==> src/rtl/dual_issue_scheduler.sv <==
// dual_issue_scheduler: two-entry issue window feeding a 2-way pipeline.
// Steers the older/younger instruction of each fetched pair into slot A
// (ALU/branch) and slot B (ALU/load/store). Pairs that cannot issue together
// are serialised, and a one-cycle bubble is inserted on a load-use hazard.
module dual_issue_scheduler #(
  parameter int PCW = 64,
  parameter int IW  = 32
) (
  input  logic           clk,
  input  logic           rst,
  input  logic           fetch_valid,
  input  logic [PCW-1:0] fetch_pc,
  input  logic [IW-1:0]  fetch_instr0,
  input  logic [IW-1:0]  fetch_instr1,
  output logic           fetch_ready,
  input  logic           hold,
  input  logic           flush,
  output logic           issue_a_valid,
  output logic           issue_b_valid,
  output logic [IW-1:0]  issue_a_instr,
  output logic [IW-1:0]  issue_b_instr,
  output logic [PCW-1:0] issue_a_pc,
  output logic [PCW-1:0] issue_b_pc,
  output logic [15:0]    dual_cnt,
  output logic [15:0]    bubble_cnt
);

  localparam logic [6:0] OP_BR  = 7'b1100011;
  localparam logic [6:0] OP_LD  = 7'b0000011;
  localparam logic [6:0] OP_ST  = 7'b0100011;
  localparam logic [6:0] OP_REG = 7'b0110011;

  typedef enum logic [1:0] {
    S_EMPTY  = 2'd0,
    S_PAIR   = 2'd1,
    S_SINGLE = 2'd2
  } state_t;

  state_t         state, state_n;
  logic [IW-1:0]  w0_instr, w0_instr_n, w1_instr, w1_instr_n;
  logic [PCW-1:0] w0_pc, w0_pc_n, w1_pc, w1_pc_n;

  // Destination of the load issued on slot B last cycle (valid only if rd != 0).
  logic           ld_valid, ld_valid_n;
  logic [4:0]     ld_rd, ld_rd_n;

  logic           a_valid_n, b_valid_n;
  logic [IW-1:0]  a_instr_n, b_instr_n;
  logic [PCW-1:0] a_pc_n, b_pc_n;
  logic           inc_dual, inc_bubble, drains, accept;

  logic           bubble, lu_w1, raw, waw, dual_ok, swap;

  function automatic logic is_br(input logic [IW-1:0] ins);
    return ins[6:0] == OP_BR;
  endfunction

  function automatic logic is_mem(input logic [IW-1:0] ins);
    return (ins[6:0] == OP_LD) || (ins[6:0] == OP_ST);
  endfunction

  function automatic logic is_ld(input logic [IW-1:0] ins);
    return ins[6:0] == OP_LD;
  endfunction

  // ALU and loads write rd; stores and branches use those bits as immediate.
  function automatic logic writes_rd(input logic [IW-1:0] ins);
    return !is_br(ins) && (ins[6:0] != OP_ST);
  endfunction

  function automatic logic reads_rs2(input logic [IW-1:0] ins);
    return (ins[6:0] == OP_REG) || (ins[6:0] == OP_ST) || (ins[6:0] == OP_BR);
  endfunction

  // True when ins reads architectural register r (x0 never counts).
  function automatic logic reads_reg(input logic [IW-1:0] ins, input logic [4:0] r);
    return (r != 5'd0) &&
           ((ins[19:15] == r) || (reads_rs2(ins) && (ins[24:20] == r)));
  endfunction

  // Hazard detection for the current window contents.
  always_comb begin
    bubble  = (state != S_EMPTY) && ld_valid && reads_reg(w0_instr, ld_rd);
    lu_w1   = ld_valid && reads_reg(w1_instr, ld_rd);
    raw     = writes_rd(w0_instr) && reads_reg(w1_instr, w0_instr[11:7]);
    waw     = writes_rd(w0_instr) && writes_rd(w1_instr) &&
              (w0_instr[11:7] == w1_instr[11:7]) && (w0_instr[11:7] != 5'd0);
    dual_ok = (state == S_PAIR) && !is_br(w0_instr) &&
              !(is_mem(w0_instr) && is_mem(w1_instr)) && !raw && !waw && !lu_w1;
    // Younger goes to A when it is a branch or the older needs the memory slot.
    swap    = is_br(w1_instr) || is_mem(w0_instr);
  end

  // Issue steering, window advance and fetch handshake.
  always_comb begin
    state_n    = state;
    w0_instr_n = w0_instr;
    w0_pc_n    = w0_pc;
    w1_instr_n = w1_instr;
    w1_pc_n    = w1_pc;
    a_valid_n  = 1'b0;
    a_instr_n  = '0;
    a_pc_n     = '0;
    b_valid_n  = 1'b0;
    b_instr_n  = '0;
    b_pc_n     = '0;
    inc_dual   = 1'b0;
    inc_bubble = 1'b0;
    drains     = 1'b0;

    case (state)
      S_EMPTY: drains = 1'b1;
      S_PAIR: begin
        if (bubble) begin
          inc_bubble = 1'b1;
        end else if (dual_ok) begin
          a_valid_n = 1'b1;
          b_valid_n = 1'b1;
          if (swap) begin
            a_instr_n = w1_instr;
            a_pc_n    = w1_pc;
            b_instr_n = w0_instr;
            b_pc_n    = w0_pc;
          end else begin
            a_instr_n = w0_instr;
            a_pc_n    = w0_pc;
            b_instr_n = w1_instr;
            b_pc_n    = w1_pc;
          end
          inc_dual = 1'b1;
          drains   = 1'b1;
          state_n  = S_EMPTY;
        end else begin
          if (is_mem(w0_instr)) begin
            b_valid_n = 1'b1;
            b_instr_n = w0_instr;
            b_pc_n    = w0_pc;
          end else begin
            a_valid_n = 1'b1;
            a_instr_n = w0_instr;
            a_pc_n    = w0_pc;
          end
          w0_instr_n = w1_instr;
          w0_pc_n    = w1_pc;
          state_n    = S_SINGLE;
        end
      end
      S_SINGLE: begin
        if (bubble) begin
          inc_bubble = 1'b1;
        end else begin
          if (is_mem(w0_instr)) begin
            b_valid_n = 1'b1;
            b_instr_n = w0_instr;
            b_pc_n    = w0_pc;
          end else begin
            a_valid_n = 1'b1;
            a_instr_n = w0_instr;
            a_pc_n    = w0_pc;
          end
          drains  = 1'b1;
          state_n = S_EMPTY;
        end
      end
      default: state_n = S_EMPTY;
    endcase

    ld_valid_n = b_valid_n && is_ld(b_instr_n) && (b_instr_n[11:7] != 5'd0);
    ld_rd_n    = ld_valid_n ? b_instr_n[11:7] : 5'd0;

    fetch_ready = !rst && !hold && !flush && drains;
    accept      = fetch_valid && fetch_ready;
    if (accept) begin
      w0_instr_n = fetch_instr0;
      w0_pc_n    = fetch_pc;
      w1_instr_n = fetch_instr1;
      w1_pc_n    = fetch_pc + PCW'(4);
      state_n    = S_PAIR;
    end
  end

  // State, window, issue registers and counters; flush beats hold.
  always_ff @(posedge clk or posedge rst) begin
    if (rst) begin
      state         <= S_EMPTY;
      w0_instr      <= '0;
      w0_pc         <= '0;
      w1_instr      <= '0;
      w1_pc         <= '0;
      ld_valid      <= 1'b0;
      ld_rd         <= 5'd0;
      issue_a_valid <= 1'b0;
      issue_a_instr <= '0;
      issue_a_pc    <= '0;
      issue_b_valid <= 1'b0;
      issue_b_instr <= '0;
      issue_b_pc    <= '0;
      dual_cnt      <= 16'd0;
      bubble_cnt    <= 16'd0;
    end else if (flush) begin
      state         <= S_EMPTY;
      ld_valid      <= 1'b0;
      ld_rd         <= 5'd0;
      issue_a_valid <= 1'b0;
      issue_a_instr <= '0;
      issue_a_pc    <= '0;
      issue_b_valid <= 1'b0;
      issue_b_instr <= '0;
      issue_b_pc    <= '0;
    end else if (!hold) begin
      state         <= state_n;
      w0_instr      <= w0_instr_n;
      w0_pc         <= w0_pc_n;
      w1_instr      <= w1_instr_n;
      w1_pc         <= w1_pc_n;
      ld_valid      <= ld_valid_n;
      ld_rd         <= ld_rd_n;
      issue_a_valid <= a_valid_n;
      issue_a_instr <= a_instr_n;
      issue_a_pc    <= a_pc_n;
      issue_b_valid <= b_valid_n;
      issue_b_instr <= b_instr_n;
      issue_b_pc    <= b_pc_n;
      if (inc_dual && (dual_cnt != 16'hFFFF))
        dual_cnt <= dual_cnt + 16'd1;
      if (inc_bubble && (bubble_cnt != 16'hFFFF))
        bubble_cnt <= bubble_cnt + 16'd1;
    end
  end

endmodule
==> config.mk <==
export PLATFORM = sky130hd
export DESIGN_NAME = dual_issue_scheduler
export DESIGN_NICKNAME = d
export VERILOG_FILES = /design/src/rtl/dual_issue_scheduler.sv
export SDC_FILE = /design/constraint.sdc
export NUM_CORES = 1
export LEC_CHECK = 0
export BUFFER_PORTS_ARGS = -buffer_cell sky130_fd_sc_hd__buf_2
export CAP_MARGIN = 20
export CORE_MARGIN = 1
export CORE_UTILIZATION = 51
export CTS_BUF_LIST = sky130_fd_sc_hd__clkbuf_16
export DETAILED_ROUTE_END_ITERATION = 10
export PLACE_DENSITY = 0.87
export SYNTH_ARGS = -nofsm -noshare
export SYNTH_HDL_FRONTEND = slang
export SYNTH_SLANG_ARGS = --single-unit
export TNS_END_PERCENT = 5
==> constraint.sdc <==
create_clock -name clk -period 14.75 [get_ports clk]
set_input_delay 2.2125 -clock clk [delete_from_list [all_inputs] [get_ports clk]]
set_output_delay 2.2125 -clock clk [all_outputs]
set_load 0.05 [all_outputs]
==> results.ini <==
[final_layout]
multi_input_comb_area_um2=8666
final_core_util_pct=60.74
drive_gt1_share_pct=23.24
fillers=3038
ff_latch_area_um2=10660
area_delta_synth_final_pct=17.18
final_nets=2264
fin_cells=2682

[drt]
via_per_inst=6.070
wl_per_cell_um=21.00
antenna_left=0
wl_mm=56.32
drtPass1Iterations=7
drt_iter0_drc=1433
via_count=16280
remaining_drc_errors=0

[sta]
rsz0062_at_grt=false
drv_slew=0
clock.fmax_mhz=182.9
final.min_clock_period_ps=5468
setup_viol=0
worstMarginPinSlew_ps=1127
relSlewSlack_pct=24.89
clock-skew-final_ps=24.71
hold_violations=0
fin_tns_setup_ps=0
period_share_pct=37.07

[worst_hold_path]
hp-class=reg -> reg

[global_routing]
grt_remaining_overflow=0
grt_max_degree=239
track_usage_pct=27.81
grt_pass1_vias=16460
grt_pass1_wl_mm=90.36
antenna_found_initial=4

[power]
finalPower_mw=2.992
peakVddDrop_v=0.00008621
p_per_area_nw_per_um2=126.8
p_leak_nw=12.51

[worst_setup_path]
crit_path_end_kind=primary output
crit_type=in -> out
path_max_fanout=4
crit_start=flush
reg2reg_slack_ps=10090
critPathCapture=fetch_ready
start_kind=primary input
reg2reg_to=w0_pc[2]
worstPathRequired_ps=12540
rr_worst_depth=10
crit_arrival_ps=3260
crit_top_cell=buf_2
crit_slowest_cell=nor4_1
slowest_delay_ps=460
r2r_start=w1_instr[0]
path_cells=buf_2 > nor4_1 > and2_1 > buf_2

[logic_synthesis]
ys_warn_count=0
seq_area_frac_synth_pct=52.96
ys_types=52
synth-seq-cells=426
async_flop_share_pct=100.0
synth_edf_count=0
syn-cell-area_um2=20130
ys.flop_type=dfrtp_1
synthesis.instances=1831
synth_area_per_cell_um2=10.99
synth_fp_nets=1971

[die]
core_um2=38830
rows=72
io_pins=360
start_util_pct=51.84
die-area_um2=40260
chipHeight_um=200.7
die_w_um=200.7

[place]
place_inst=2592
dpl.hpwl_mm=35.95
globalplace.congestion=0.8882
port_buffers=359

[clock_tree]
cts-root-buf=clkbuf_16
cts_tree=done
cts_buffers=46
postCtsSetupBuffers=0
h-tree-depth=2
clkSlewWorstSetupHoldPaths_ps=60
cts_resized=0
insertion_delay_ps=580
cts_buffer_depth=3
postCtsHoldBufs=0
clkSinkCount=426

[job]
cap_violations=0

[outcome]
status=finished, final reports clean

==> worst max-delay path: cells and delay by family <==
family | cells | cell delay [ps]
buffers and inverters | 2 | 390
and+or+nand+nor | 2 | 650
==> flip-flops by register name (all words and copies together) (netlist names) <==
register       cells
ld_valid           1
issue_a_pc        64
w1_pc             64
issue_b_instr     32
issue_b_valid      1
w1_instr          32
state              2
bubble_cnt        16
w0_pc             64
issue_b_pc        64
w0_instr          32
dual_cnt          16
issue_a_instr     32
issue_a_valid      1
ld_rd              5
==> synth_stat cells, types with 3 or more instances <==
library cell / instances / share of area, %
dfrtp_1: 426 / 53
a22o_1: 184 / 8.0
a21o_1: 181 / 6.8
nand2_1: 159 / 3.0
mux2i_1: 101 / 5.0
nor2_1: 90 / 1.7
a21oi_1: 70 / 1.7
o21ai_1: 64 / 1.6
xor2_1: 63 / 2.7
xnor2_1: 62 / 2.7
o21ai_0: 54 / 1.3
clkbuf_1: 53 / 0.99
nand3_1: 42 / 1.0
buf_2: 39 / 0.97
mux2_2: 38 / 2.1
nand4_1: 28 / 0.87
buf_4: 23 / 0.86
inv_1: 20 / 0.37
nor3_1: 20 / 0.50
and3_1: 18 / 0.56
buf_6: 17 / 0.95
nor4_1: 9 / 0.28
ha_1: 7 / 0.44
and2_1: 6 / 0.19
and4_1: 6 / 0.26
a32o_1: 5 / 0.25
nor2b_1: 5 / 0.16
a22oi_1: 4 / 0.15
buf_1: 4 / 0.075
nand2b_1: 3 / 0.093
o211ai_1: 3 / 0.11
==> area by class of cell <==
type	count	share of cell area [%]
Clock inverter	35	1.178
Tap cell	518	2.748
Inverter	20	0.3501
Multi-Input combinational cell	1249	36.74
Sequential cell	426	45.20
Clock buffer	49	5.199
Timing Repair Buffer	381	8.541
Antenna cell	4	0.04244
==> worst min path at each step <==
stage	startpoint	to	cells past startpoint
after detailed placement	issue_b_instr[1]	issue_b_instr[1]	2
after CTS	issue_b_instr[1]	issue_b_instr[1]	2
after global routing	issue_b_instr[1]	issue_b_instr[1]	2
after floorplan	w0_pc[2]	issue_b_pc[2]	1
after global placement	issue_b_valid	issue_b_valid	1
final	issue_b_instr[1]	issue_b_instr[1]	2
==> logic make-up (layout without fill, tap and decap cells) <==
kind of cell | Yosys count | count (layout) | synth area share, %
AOI/OAI and AO/OA | 580 | 580 | 20.60
adders and majority gates | 7 | 7 | 0.4351
other | 0 | 4 | 0
DFF | 426 | 426 | 52.96
xor gates and xnor gates | 125 | 125 | 5.439
muxes | 139 | 139 | 7.149
and+or+nand+nor | 398 | 398 | 9.200
buffers and inverters | 156 | 485 | 4.215
==> cells in the final DEF, fill, tap and decap left out, drive strengths merged, types with 11 or more instances in the layout <==
master and n:
nor2 91, and3 18, a22o 184, xnor2 62
dfrtp 426, xor2 63, o21ai 119, a21o 181
nand2 160, nand4 28, clkbuf 49, nor4 11
mux2 38, nand3 42, a21oi 70, mux2i 101
nor3 21, buf 381, clkinv 18, inv 30
==> per-stage QoR <==
step	instance area [um^2]	hold slack, ps	setup slack [ps]
after floorplan	20130	468.2	675.9
final	23590	474.5	9282
after detailed placement	22020	461.6	9273
after global placement	22020	458.5	9303
after CTS	23520	476.7	9283
after global routing	23580	490.0	9247
==> where the power goes <==
group	internal [mW]	switching [mW]	total, mW
registers	1.32	0.185	1.50
logic	0.153	0.180	0.333
clock network	0.671	0.486	1.16
==> metal layers <==
layer | part of all wire (%) | GRT usage, %
met5 | 0 | 0
met4 | 4.1 | 13.41
met3 | 7.8 | 5.552
met2 | 48 | 44.61
met1 | 41 | 36.29
No activity file was read; power rests on OpenSTA's default activity.
